<file path="src/rtl/nq_pkg.sv">
// Shared types and constants for the write-back path: queue entry layout and
// register-file geometry.
package nq_pkg;

  localparam int NQ_DATA_W   = 16;
  localparam int NQ_REG_W    = 3;
  localparam int NQ_NUM_REGS = 8;

  typedef struct packed {
    logic [NQ_REG_W-1:0]  rd;
    logic [NQ_DATA_W-1:0] data;
  } wb_entry_t;

endpackage

</file>
<file path="src/rtl/writeback_unit_if.sv">
// Bundle of issue claim, ALU/load result offers, register-file write port and
// forwarding copy. master = producers/consumers around the unit, slave = the unit.
interface writeback_unit_if #(
  parameter int DATA_W = nq_pkg::NQ_DATA_W,
  parameter int REG_W  = nq_pkg::NQ_REG_W
);

  localparam int NUM_REGS = 1 << REG_W;

  logic                issue_valid;
  logic [REG_W-1:0]    issue_rd;
  logic                issue_ready;
  logic [NUM_REGS-1:0] pend;

  logic                alu_valid;
  logic [REG_W-1:0]    alu_rd;
  logic [DATA_W-1:0]   alu_data;
  logic                alu_ready;

  logic                mem_valid;
  logic [REG_W-1:0]    mem_rd;
  logic [DATA_W-1:0]   mem_data;
  logic                mem_ready;

  logic [REG_W-1:0]    rd;
  logic [DATA_W-1:0]   data_in;
  logic                write_reg;

  logic                byp_valid;
  logic [REG_W-1:0]    byp_rd;
  logic [DATA_W-1:0]   byp_data;

  modport master (
    output issue_valid, issue_rd,
    output alu_valid, alu_rd, alu_data,
    output mem_valid, mem_rd, mem_data,
    input  issue_ready, pend, alu_ready, mem_ready,
    input  rd, data_in, write_reg,
    input  byp_valid, byp_rd, byp_data
  );

  modport slave (
    input  issue_valid, issue_rd,
    input  alu_valid, alu_rd, alu_data,
    input  mem_valid, mem_rd, mem_data,
    output issue_ready, pend, alu_ready, mem_ready,
    output rd, data_in, write_reg,
    output byp_valid, byp_rd, byp_data
  );

endinterface

</file>
<file path="src/rtl/writeback_unit_fifo.sv">
// Dual-push, single-pop queue of write-back entries. push1 is only meaningful
// together with push0 (second entry lands behind the first).
module wb_fifo
  import nq_pkg::*;
#(
  parameter int DEPTH = 4
) (
  input  logic                     clk,
  input  logic                     rst,
  input  logic                     push0,
  input  wb_entry_t                din0,
  input  logic                     push1,
  input  wb_entry_t                din1,
  input  logic                     pop,
  output wb_entry_t                head,
  output logic [$clog2(DEPTH):0]   count,
  output logic [$clog2(DEPTH):0]   free
);

  localparam int PW = $clog2(DEPTH);
  localparam int CW = PW + 1;

  wb_entry_t       mem [DEPTH];
  logic [PW-1:0]   wr_ptr;
  logic [PW-1:0]   rd_ptr;
  logic [CW-1:0]   cnt;
  logic [CW-1:0]   n_push;
  logic            pop_i;

  assign n_push = CW'(push0) + CW'(push1);
  assign pop_i  = pop && (cnt != '0);

  always_ff @(posedge clk or negedge rst) begin
    if (!rst) begin
      wr_ptr <= '0;
      rd_ptr <= '0;
      cnt    <= '0;
    end else begin
      wr_ptr <= wr_ptr + n_push[PW-1:0];
      rd_ptr <= rd_ptr + PW'(pop_i);
      cnt    <= cnt + n_push - CW'(pop_i);
    end
  end

  // Storage needs no reset: validity is carried entirely by cnt.
  always_ff @(posedge clk) begin
    if (push0) mem[wr_ptr] <= din0;
    if (push1) mem[wr_ptr + PW'(1)] <= din1;
  end

  assign head  = mem[rd_ptr];
  assign count = cnt;
  assign free  = CW'(DEPTH) - cnt;

endmodule

</file>
<file path="src/rtl/writeback_unit.sv">
// Write-back queue feeding the register file: rd leads data_in/write_reg by one
// cycle, plus a per-register pending scoreboard for issue hazards.
module writeback_unit
  import nq_pkg::*;
#(
  parameter int DEPTH  = 4,
  parameter int DATA_W = NQ_DATA_W,
  parameter int REG_W  = NQ_REG_W
) (
  input  logic             clk,
  input  logic             rst,
  writeback_unit_if.slave  bus
);

  localparam int CW = $clog2(DEPTH) + 1;

  wb_entry_t             e_alu;
  wb_entry_t             e_mem;
  wb_entry_t             din0;
  wb_entry_t             head;
  wb_entry_t             a_entry;
  wb_entry_t             b_entry;
  logic                  a_valid;
  logic                  b_valid;
  logic                  alu_acc;
  logic                  mem_acc;
  logic                  push0;
  logic                  push1;
  logic                  pop;
  logic                  claim;
  logic [CW-1:0]         fifo_count;
  logic [CW-1:0]         fifo_free;
  logic [(1<<REG_W)-1:0] pend_q;
  logic [(1<<REG_W)-1:0] pend_nxt;

  // Free is pre-dequeue; mem needs a second slot only when ALU also claims one.
  assign bus.alu_ready = (fifo_free != '0);
  assign bus.mem_ready = bus.alu_valid ? (fifo_free >= CW'(2)) : (fifo_free != '0);

  assign alu_acc = bus.alu_valid & bus.alu_ready;
  assign mem_acc = bus.mem_valid & bus.mem_ready;

  assign e_alu.rd   = bus.alu_rd;
  assign e_alu.data = bus.alu_data;
  assign e_mem.rd   = bus.mem_rd;
  assign e_mem.data = bus.mem_data;

  assign push0 = alu_acc | mem_acc;
  assign push1 = alu_acc & mem_acc;
  assign din0  = alu_acc ? e_alu : e_mem;
  assign pop   = (fifo_count != '0);

  wb_fifo #(.DEPTH(DEPTH)) u_fifo (
    .clk   (clk),
    .rst   (rst),
    .push0 (push0),
    .din0  (din0),
    .push1 (push1),
    .din1  (e_mem),
    .pop   (pop),
    .head  (head),
    .count (fifo_count),
    .free  (fifo_free)
  );

  // Invalid stages hold zeroed entries so outputs come straight from flops.
  always_ff @(posedge clk or negedge rst) begin
    if (!rst) begin
      a_valid <= 1'b0;
      a_entry <= '0;
      b_valid <= 1'b0;
      b_entry <= '0;
    end else begin
      a_valid <= pop;
      a_entry <= pop ? head : '0;
      b_valid <= a_valid;
      b_entry <= a_entry;
    end
  end

  assign bus.rd        = a_entry.rd;
  assign bus.write_reg = b_valid;
  assign bus.data_in   = DATA_W'(b_entry.data);
  assign bus.byp_valid = b_valid;
  assign bus.byp_rd    = b_entry.rd;
  assign bus.byp_data  = b_entry.data;

  assign bus.issue_ready = !pend_q[bus.issue_rd];
  assign claim           = bus.issue_valid & bus.issue_ready;

  // Clear first so a claim landing on the commit edge keeps the bit set.
  always_comb begin
    pend_nxt = pend_q;
    if (b_valid) pend_nxt[b_entry.rd] = 1'b0;
    if (claim)   pend_nxt[bus.issue_rd] = 1'b1;
  end

  always_ff @(posedge clk or negedge rst) begin
    if (!rst) pend_q <= '0;
    else      pend_q <= pend_nxt;
  end

  assign bus.pend = pend_q;

endmodule

</file>
<file path="src/flat_wrapper.sv">
// flat-port wrapper written by rule: the top's interface ports become plain ports
module writeback_unit_flat import nq_pkg::*;
#(
  parameter int DEPTH  = 4,
  parameter int DATA_W = NQ_DATA_W,
  parameter int REG_W  = NQ_REG_W
)
  (clk, rst, bus_issue_valid, bus_issue_rd, bus_alu_valid, bus_alu_rd, bus_alu_data, bus_mem_valid, bus_mem_rd, bus_mem_data, bus_issue_ready, bus_pend, bus_alu_ready, bus_mem_ready, bus_rd, bus_data_in, bus_write_reg, bus_byp_valid, bus_byp_rd, bus_byp_data);
  writeback_unit_if #(.DATA_W(DATA_W), .REG_W(REG_W)) bus_i ();
  input  logic clk;
  input  logic rst;
  input wire logic [$bits(bus_i.issue_valid)-1:0] bus_issue_valid;
  input wire logic [$bits(bus_i.issue_rd)-1:0] bus_issue_rd;
  input wire logic [$bits(bus_i.alu_valid)-1:0] bus_alu_valid;
  input wire logic [$bits(bus_i.alu_rd)-1:0] bus_alu_rd;
  input wire logic [$bits(bus_i.alu_data)-1:0] bus_alu_data;
  input wire logic [$bits(bus_i.mem_valid)-1:0] bus_mem_valid;
  input wire logic [$bits(bus_i.mem_rd)-1:0] bus_mem_rd;
  input wire logic [$bits(bus_i.mem_data)-1:0] bus_mem_data;
  output wire logic [$bits(bus_i.issue_ready)-1:0] bus_issue_ready;
  output wire logic [$bits(bus_i.pend)-1:0] bus_pend;
  output wire logic [$bits(bus_i.alu_ready)-1:0] bus_alu_ready;
  output wire logic [$bits(bus_i.mem_ready)-1:0] bus_mem_ready;
  output wire logic [$bits(bus_i.rd)-1:0] bus_rd;
  output wire logic [$bits(bus_i.data_in)-1:0] bus_data_in;
  output wire logic [$bits(bus_i.write_reg)-1:0] bus_write_reg;
  output wire logic [$bits(bus_i.byp_valid)-1:0] bus_byp_valid;
  output wire logic [$bits(bus_i.byp_rd)-1:0] bus_byp_rd;
  output wire logic [$bits(bus_i.byp_data)-1:0] bus_byp_data;
  assign bus_i.issue_valid = bus_issue_valid;
  assign bus_i.issue_rd = bus_issue_rd;
  assign bus_i.alu_valid = bus_alu_valid;
  assign bus_i.alu_rd = bus_alu_rd;
  assign bus_i.alu_data = bus_alu_data;
  assign bus_i.mem_valid = bus_mem_valid;
  assign bus_i.mem_rd = bus_mem_rd;
  assign bus_i.mem_data = bus_mem_data;
  assign bus_issue_ready = bus_i.issue_ready;
  assign bus_pend = bus_i.pend;
  assign bus_alu_ready = bus_i.alu_ready;
  assign bus_mem_ready = bus_i.mem_ready;
  assign bus_rd = bus_i.rd;
  assign bus_data_in = bus_i.data_in;
  assign bus_write_reg = bus_i.write_reg;
  assign bus_byp_valid = bus_i.byp_valid;
  assign bus_byp_rd = bus_i.byp_rd;
  assign bus_byp_data = bus_i.byp_data;
  writeback_unit #(.DEPTH(DEPTH), .DATA_W(DATA_W), .REG_W(REG_W)) u_core (.clk(clk), .rst(rst), .bus(bus_i));
endmodule
</file>
<file path="config.mk">
export PLATFORM = sky130hd
export DESIGN_NAME = writeback_unit_flat
export DESIGN_NICKNAME = d
export VERILOG_FILES = /design/src/rtl/nq_pkg.sv /design/src/rtl/writeback_unit_if.sv /design/src/rtl/writeback_unit_fifo.sv /design/src/rtl/writeback_unit.sv /design/src/flat_wrapper.sv
export SDC_FILE = /design/constraint.sdc
export NUM_CORES = 1
export LEC_CHECK = 0
export BUFFER_PORTS_ARGS = -buffer_cell sky130_fd_sc_hd__buf_2
export CAP_MARGIN = 15
export CORE_AREA = 2 2 129 163
export CTS_CLUSTER_DIAMETER = 30
export CTS_CLUSTER_SIZE = 10
export DETAILED_ROUTE_END_ITERATION = 12
export DIE_AREA = 0 0 131 165
export PLACE_DENSITY = 0.46
export SKIP_LAST_GASP = 1
export SLEW_MARGIN = 40
export SYNTH_ARGS = -nofsm -noshare
export SYNTH_HDL_FRONTEND = slang
export SYNTH_SLANG_ARGS = --single-unit
</file>
<file path="constraint.sdc">
create_clock -name clk -period 6.83 [get_ports clk]
set_input_delay 0.3415 -clock clk [delete_from_list [all_inputs] [get_ports clk]]
set_output_delay 0.3415 -clock clk [all_outputs]
set_load 0.02 [all_outputs]
</file>
# Yosys cells after proc, flatten, opt, wreduce, memory -nomap -nowiden
# Memories as Yosys holds them, arrays and structs flattened.
# Cells that the tools add are included.
dict set report totals {
  regBits 55
  memories 1
  elab_cells 51
  ramBits 76
}
dict set report op_classes {
  n_addsub 7
  mux 15
  reduce_logical 5
  order_cmp 5
  bitwise 8
}
# name depth word_bits read_ports rd_ports_with_merged_regs wr line
set memory_table {}
lappend memory_table {u_core.u_fifo.mem 4 19 1 0 2 writeback_unit_fifo.sv:23} ;# wb_entry_t mem [DEPTH];
# op count
set op_table {}
lappend op_table {{two-way mux 19 bit} 2}
lappend op_table {{two-way mux 8 bit} 2}
lappend op_table {{bitwise AND 8 bit} 1}
lappend op_table {{less-than comparator 3 x 4 -> 1 bit, second input constant} 2}
lappend op_table {{two-way mux 1 bit} 8}
lappend op_table {{inverter 8 bit} 1}
lappend op_table {{OR 8 bit} 1}
lappend op_table {{demux 1 bit (select 3 bit)} 2}
lappend op_table {{greater-or-equal comparator 3 x 1 -> 1 bit, second input constant} 2}
lappend op_table {{nonzero test 3 bit} 2}
lappend op_table {{bitwise AND 1 bit} 4}
lappend op_table {{adder 3 bit} 1}
lappend op_table {{binary-select mux 1 bit (select 3 bit)} 1}
lappend op_table {{greater-or-equal comparator 3 x 2 -> 1 bit, second input constant} 1}
lappend op_table {{subtractor 3 x 1 -> 3 bit} 1}
lappend op_table {{subtractor 3 bit, first input constant} 1}
lappend op_table {{adder 1 x 1 -> 2 bit} 1}
lappend op_table {{adder 2 x 1 -> 2 bit} 1}
lappend op_table {{adder 2 x 1 -> 2 bit, second input constant} 1}
lappend op_table {{adder 2 bit} 1}
lappend op_table {{logical AND 1 bit} 2}
lappend op_table {{logical NOT 1 bit} 1}
lappend op_table {{OR 1 bit} 1}

# Depth between registers and ports, before layout
dict set report logic_depth {
  depth_word 9
  mapped_depth 15
}

# Hierarchy
# From an unflattened synthesis, not the netlist that was laid out.
dict set report unflattened {
  hier_cells 388
  hier_area_um2 6317.3
}
# module area_per_inst_um2 seq_area_each_um2 cells_each instances
set by_module_without_submodules {}
lappend by_module_without_submodules {wb_fifo 4247.8 2457.4 227 1}
lappend by_module_without_submodules {writeback_unit 2069.5 1201.2 161 1}

# Least setup slack after synthesis
# Ideal clock, no wire load.
dict set report synth_path {
  path_kind {flip-flop to flip-flop}
  from {reg u_core.u_fifo.cnt[0] (netlist: u_core.u_fifo.count[0])}
  to {mem u_core.u_fifo.mem[1][0] in the netlist's numbering, enable pin}
  setup_ns 0.423
  setup_slack_ns 3.008
  path_stages_with_launch 10
  t_arrival_ns 3.399
  path_buffers 0
  period_less_slack_ns 3.822
  cell_sequence {dfrtp_1 inv_1 ha_1 ha_1 nor3b_1 mux2i_1 and2_1 ha_1 nor2_1 nor3b_1}
}
# item line
set synth_lines {}
lappend synth_lines {{from (decl)} writeback_unit_fifo.sv:26} ;# logic [CW-1:0] cnt;
lappend synth_lines {{from (signal assigned)} writeback_unit_fifo.sv:41} ;# cnt <= cnt + n_push - CW'(pop_i);
lappend synth_lines {{to (decl)} writeback_unit_fifo.sv:23}

==> metrics.txt <==
status completed; grt ovf 0; Chip Height around 170 um; Worst-Skew Late Latency around 0.41 ns; Core Region approximately 20000 um2; total CTS buffers 17; register area share after synthesis 0.616; Placer Congestion around 0.80; wire length per cell between 15 and 20 um; CP Data Arrival Time 3.40 ns; CP Launch Type flop; clock sinks about 130; vias in the first global route approximately 3500; worst endpoint required time approximately 7 ns; worst reg2reg endpoint u_core.u_fifo.mem[2][6]$_DFFE_PP_; clock tree buffer depth 2; largest net degree at the start of global routing 56; hold slack about 0.045 ns; unrepaired setup endpoints after global routing no; GRT Overall Usage 0.125; headroom to the max-slew limit 0.464; Worst Reg-to-Reg Cells 8; # rows between 50 and 60; synth unique cells 36; PortBufs 96; global-route wire length before repair approximately 20 mm; fin. max-slew vios 0; final hold viol count 0; slew at the pin closest to its max-slew limit about 0.80 ns; CTS tree done; I/O pin total 97; CTS resizes 0; CTS Hold Bufs 0; CP endpoint kind flop; Reg clk slew, reported paths ~0.060 ns; final period utilization 0.475; post-CTS repair timing setup buffer count 0; routed vias/inst about 4.5; Worst setup startpoint u_core.u_fifo.count[0]$_DFF_PN0_; max-cap viol count 0; via count between 3000 and 4000; first drt pass iteration count 4; Post-DP HPWL approximately 8.0 mm; Post-Syn Nets between 400 and 500; crit-path max FO 19; H-tree levels 4; Die Area around 22000 um2; layout net count between 500 and 600; most frequent cells in the layout buf_2, edfxtp_1, mux2_2; Yosys warning count 0; Worst Path Class, Setup reg2reg; Fin Clk Skew between 0.01 and 0.015 ns; Fmax 308 MHz; # DRC 0; antenna-violating nets left 0; Routed WL approximately 13 mm; Area Overhead vs Synth 19.9%; drt first-iter violations between 150 and 200; register-to-register setup slack between 3 and 4 ns; Yosys reg bits 131; DIE WIDTH 131 um; min Tclk post-route 3.24 ns; final setup fails 0; worst setup path endpoint u_core.u_fifo.mem[2][6]$_DFFE_PP_; worst min path class in2async; Pwr Density approximately 490 nW/um2; Clock Root Buffer clkbuf_16; worst reg2reg startpoint u_core.u_fifo.count[0]$_DFF_PN0_; mapped cell area around 5900 um2; antenna violations before repair 2; most common cell after layout, fill and taps aside buf_2; VDD IR max between 0.15 and 0.2 mV; final-layout fill cell count 1930; Leak 2.84 nW; setup TNS 0 ns; mean area per synthesized cell ~16 um2; Cells after Synth roughly 360; layout cells sized above 1 0.505; Initial Util 0.297
==> synthesized netlist by cell type <==
| master | n | share of area |
|---|---|---|
| nand3b_1 | 2 | 0.0025 |
| buf_2 | 1 | 0.00084 |
| dfrtp_1 | 55 | 0.23 |
| o21ai_4 | 1 | 0.0027 |
| nor3b_1 | 4 | 0.0051 |
| nor2_1 | 3 | 0.0019 |
| fa_1 | 1 | 0.0034 |
| ha_1 | 11 | 0.023 |
| mux2i_1 | 5 | 0.0084 |
| edfxtp_1 | 76 | 0.38 |
| buf_12 | 1 | 0.0034 |
| and2_1 | 20 | 0.021 |
| clkbuf_1 | 5 | 0.0032 |
| and3b_1 | 1 | 0.0015 |
| xor2_1 | 1 | 0.0015 |
| o21ai_0 | 11 | 0.0093 |
| nor2b_1 | 2 | 0.0021 |
| nand2b_1 | 2 | 0.0021 |
| mux2_4 | 10 | 0.025 |
| nand2_1 | 10 | 0.0063 |
| mux2_1 | 1 | 0.0019 |
| o31ai_1 | 3 | 0.0038 |
| nand3_1 | 2 | 0.0017 |
| mux2_2 | 65 | 0.12 |
| xnor2_1 | 4 | 0.0059 |
| a21oi_1 | 2 | 0.0017 |
| nand4_1 | 1 | 0.0011 |
| buf_4 | 25 | 0.032 |
| inv_2 | 1 | 0.00063 |
| buf_6 | 1 | 0.0019 |
| nand2_2 | 2 | 0.0021 |
| inv_1 | 11 | 0.0070 |
| mux4_2 | 19 | 0.072 |
| a31oi_1 | 2 | 0.0021 |
| o31a_1 | 1 | 0.0015 |
| clkbuf_2 | 2 | 0.0017 |
==> sequential cells by signal, summed over array words and instances, names as in the netlist <==
register,count
u_core.bus.byp_rd,3
u_core.u_fifo.rd_ptr,2
u_core.u_fifo.mem,76
u_core.a_entry,16
u_core.u_fifo.count,3
u_core.bus.byp_data,16
u_core.u_fifo.wr_ptr,2
u_core.bus.rd,3
u_core.a_valid,1
u_core.bus.pend,8
u_core.bus.byp_valid,1
==> critical path: stages (launching register included) <==
cell and delay (ns):
dfrtp_1 0.36, inv_1 0.07, ha_1 0.21, ha_1 0.21, nor2b_1 0.50, ha_1 0.41, nand2_1 0.17, o21ai_4 0.66
mux2_2 0.41
==> metal layers <==
layer  GRT usage  vias to the layer above  share of wire
met5           0                        -         0.0010
met4      0.0479                        2          0.017
met3      0.0317                       16          0.040
met2       0.212                       80           0.52
met1       0.152                     1670           0.42
li1            -                     1513              -
==> per-stage QoR <==
step	std cells	cell area [um2]	total power (W)	utilization	setup slack [ns]
3_5_place_dp	701	6570	0.00274	0.329	3.52
6_report	734	7120	0.00351	0.357	3.59
3_3_place_gp	701	6570	0.00272	0.329	3.65
4_1_cts	733	7120	0.00358	0.357	3.52
5_1_grt	734	7120	0.00376	0.357	3.37
2_1_floorplan	364	5940	0.00237	-	3.01
==> power breakdown <==
group          switching, W  total (W)  internal (W)
Clock              0.000332   0.000830      0.000499
Sequential         0.000164    0.00141       0.00125
Combinational      0.000717    0.00127      0.000552
Total               0.00121    0.00351       0.00230
==> cell type report <==
type / instances / area, um2 / area share
Multi-Input combinational cell: 186 / 2000 / 0.281
Sequential cell: 131 / 3660 / 0.514
Timing Repair Buffer: 102 / 526 / 0.0738
Clock buffer: 19 / 433 / 0.0608
Antenna cell: 1 / 2.50 / 0.000351
Inverter: 12 / 45.0 / 0.00633
Tap cell: 270 / 338 / 0.0475
Clock inverter: 13 / 113 / 0.0158
==> how the worst min path moves through the flow <==
stage / startpoint / end / slack (ns)
after floorplan: rst / u_core.a_entry[0]$_DFF_PN0_ / 0.05
after global placement: u_core.a_valid$_DFF_PN0_ / u_core.bus.byp_valid$_DFF_PN0_ / 0.33
after detailed placement: u_core.a_entry[11]$_DFF_PN0_ / u_core.bus.byp_data[11]$_DFF_PN0_ / 0.33
after CTS: rst / u_core.a_entry[7]$_DFF_PN0_ / 0.08
after global routing: rst / u_core.a_entry[0]$_DFF_PN0_ / 0.12
final: rst / u_core.a_entry[7]$_DFF_PN0_ / 0.05
==> logic make-up after synthesis <==
logic type / Yosys count / synth area share
DFF: 131 / 0.616
xor gates and xnor gates: 5 / 0.00738
adders and majority gates: 12 / 0.0266
buffers and inverters: 47 / 0.0502
and+or+nand+nor: 49 / 0.0474
AOI/OAI and AO/OA: 20 / 0.0211
muxes: 100 / 0.231
(Power assumes the default switching activity.)
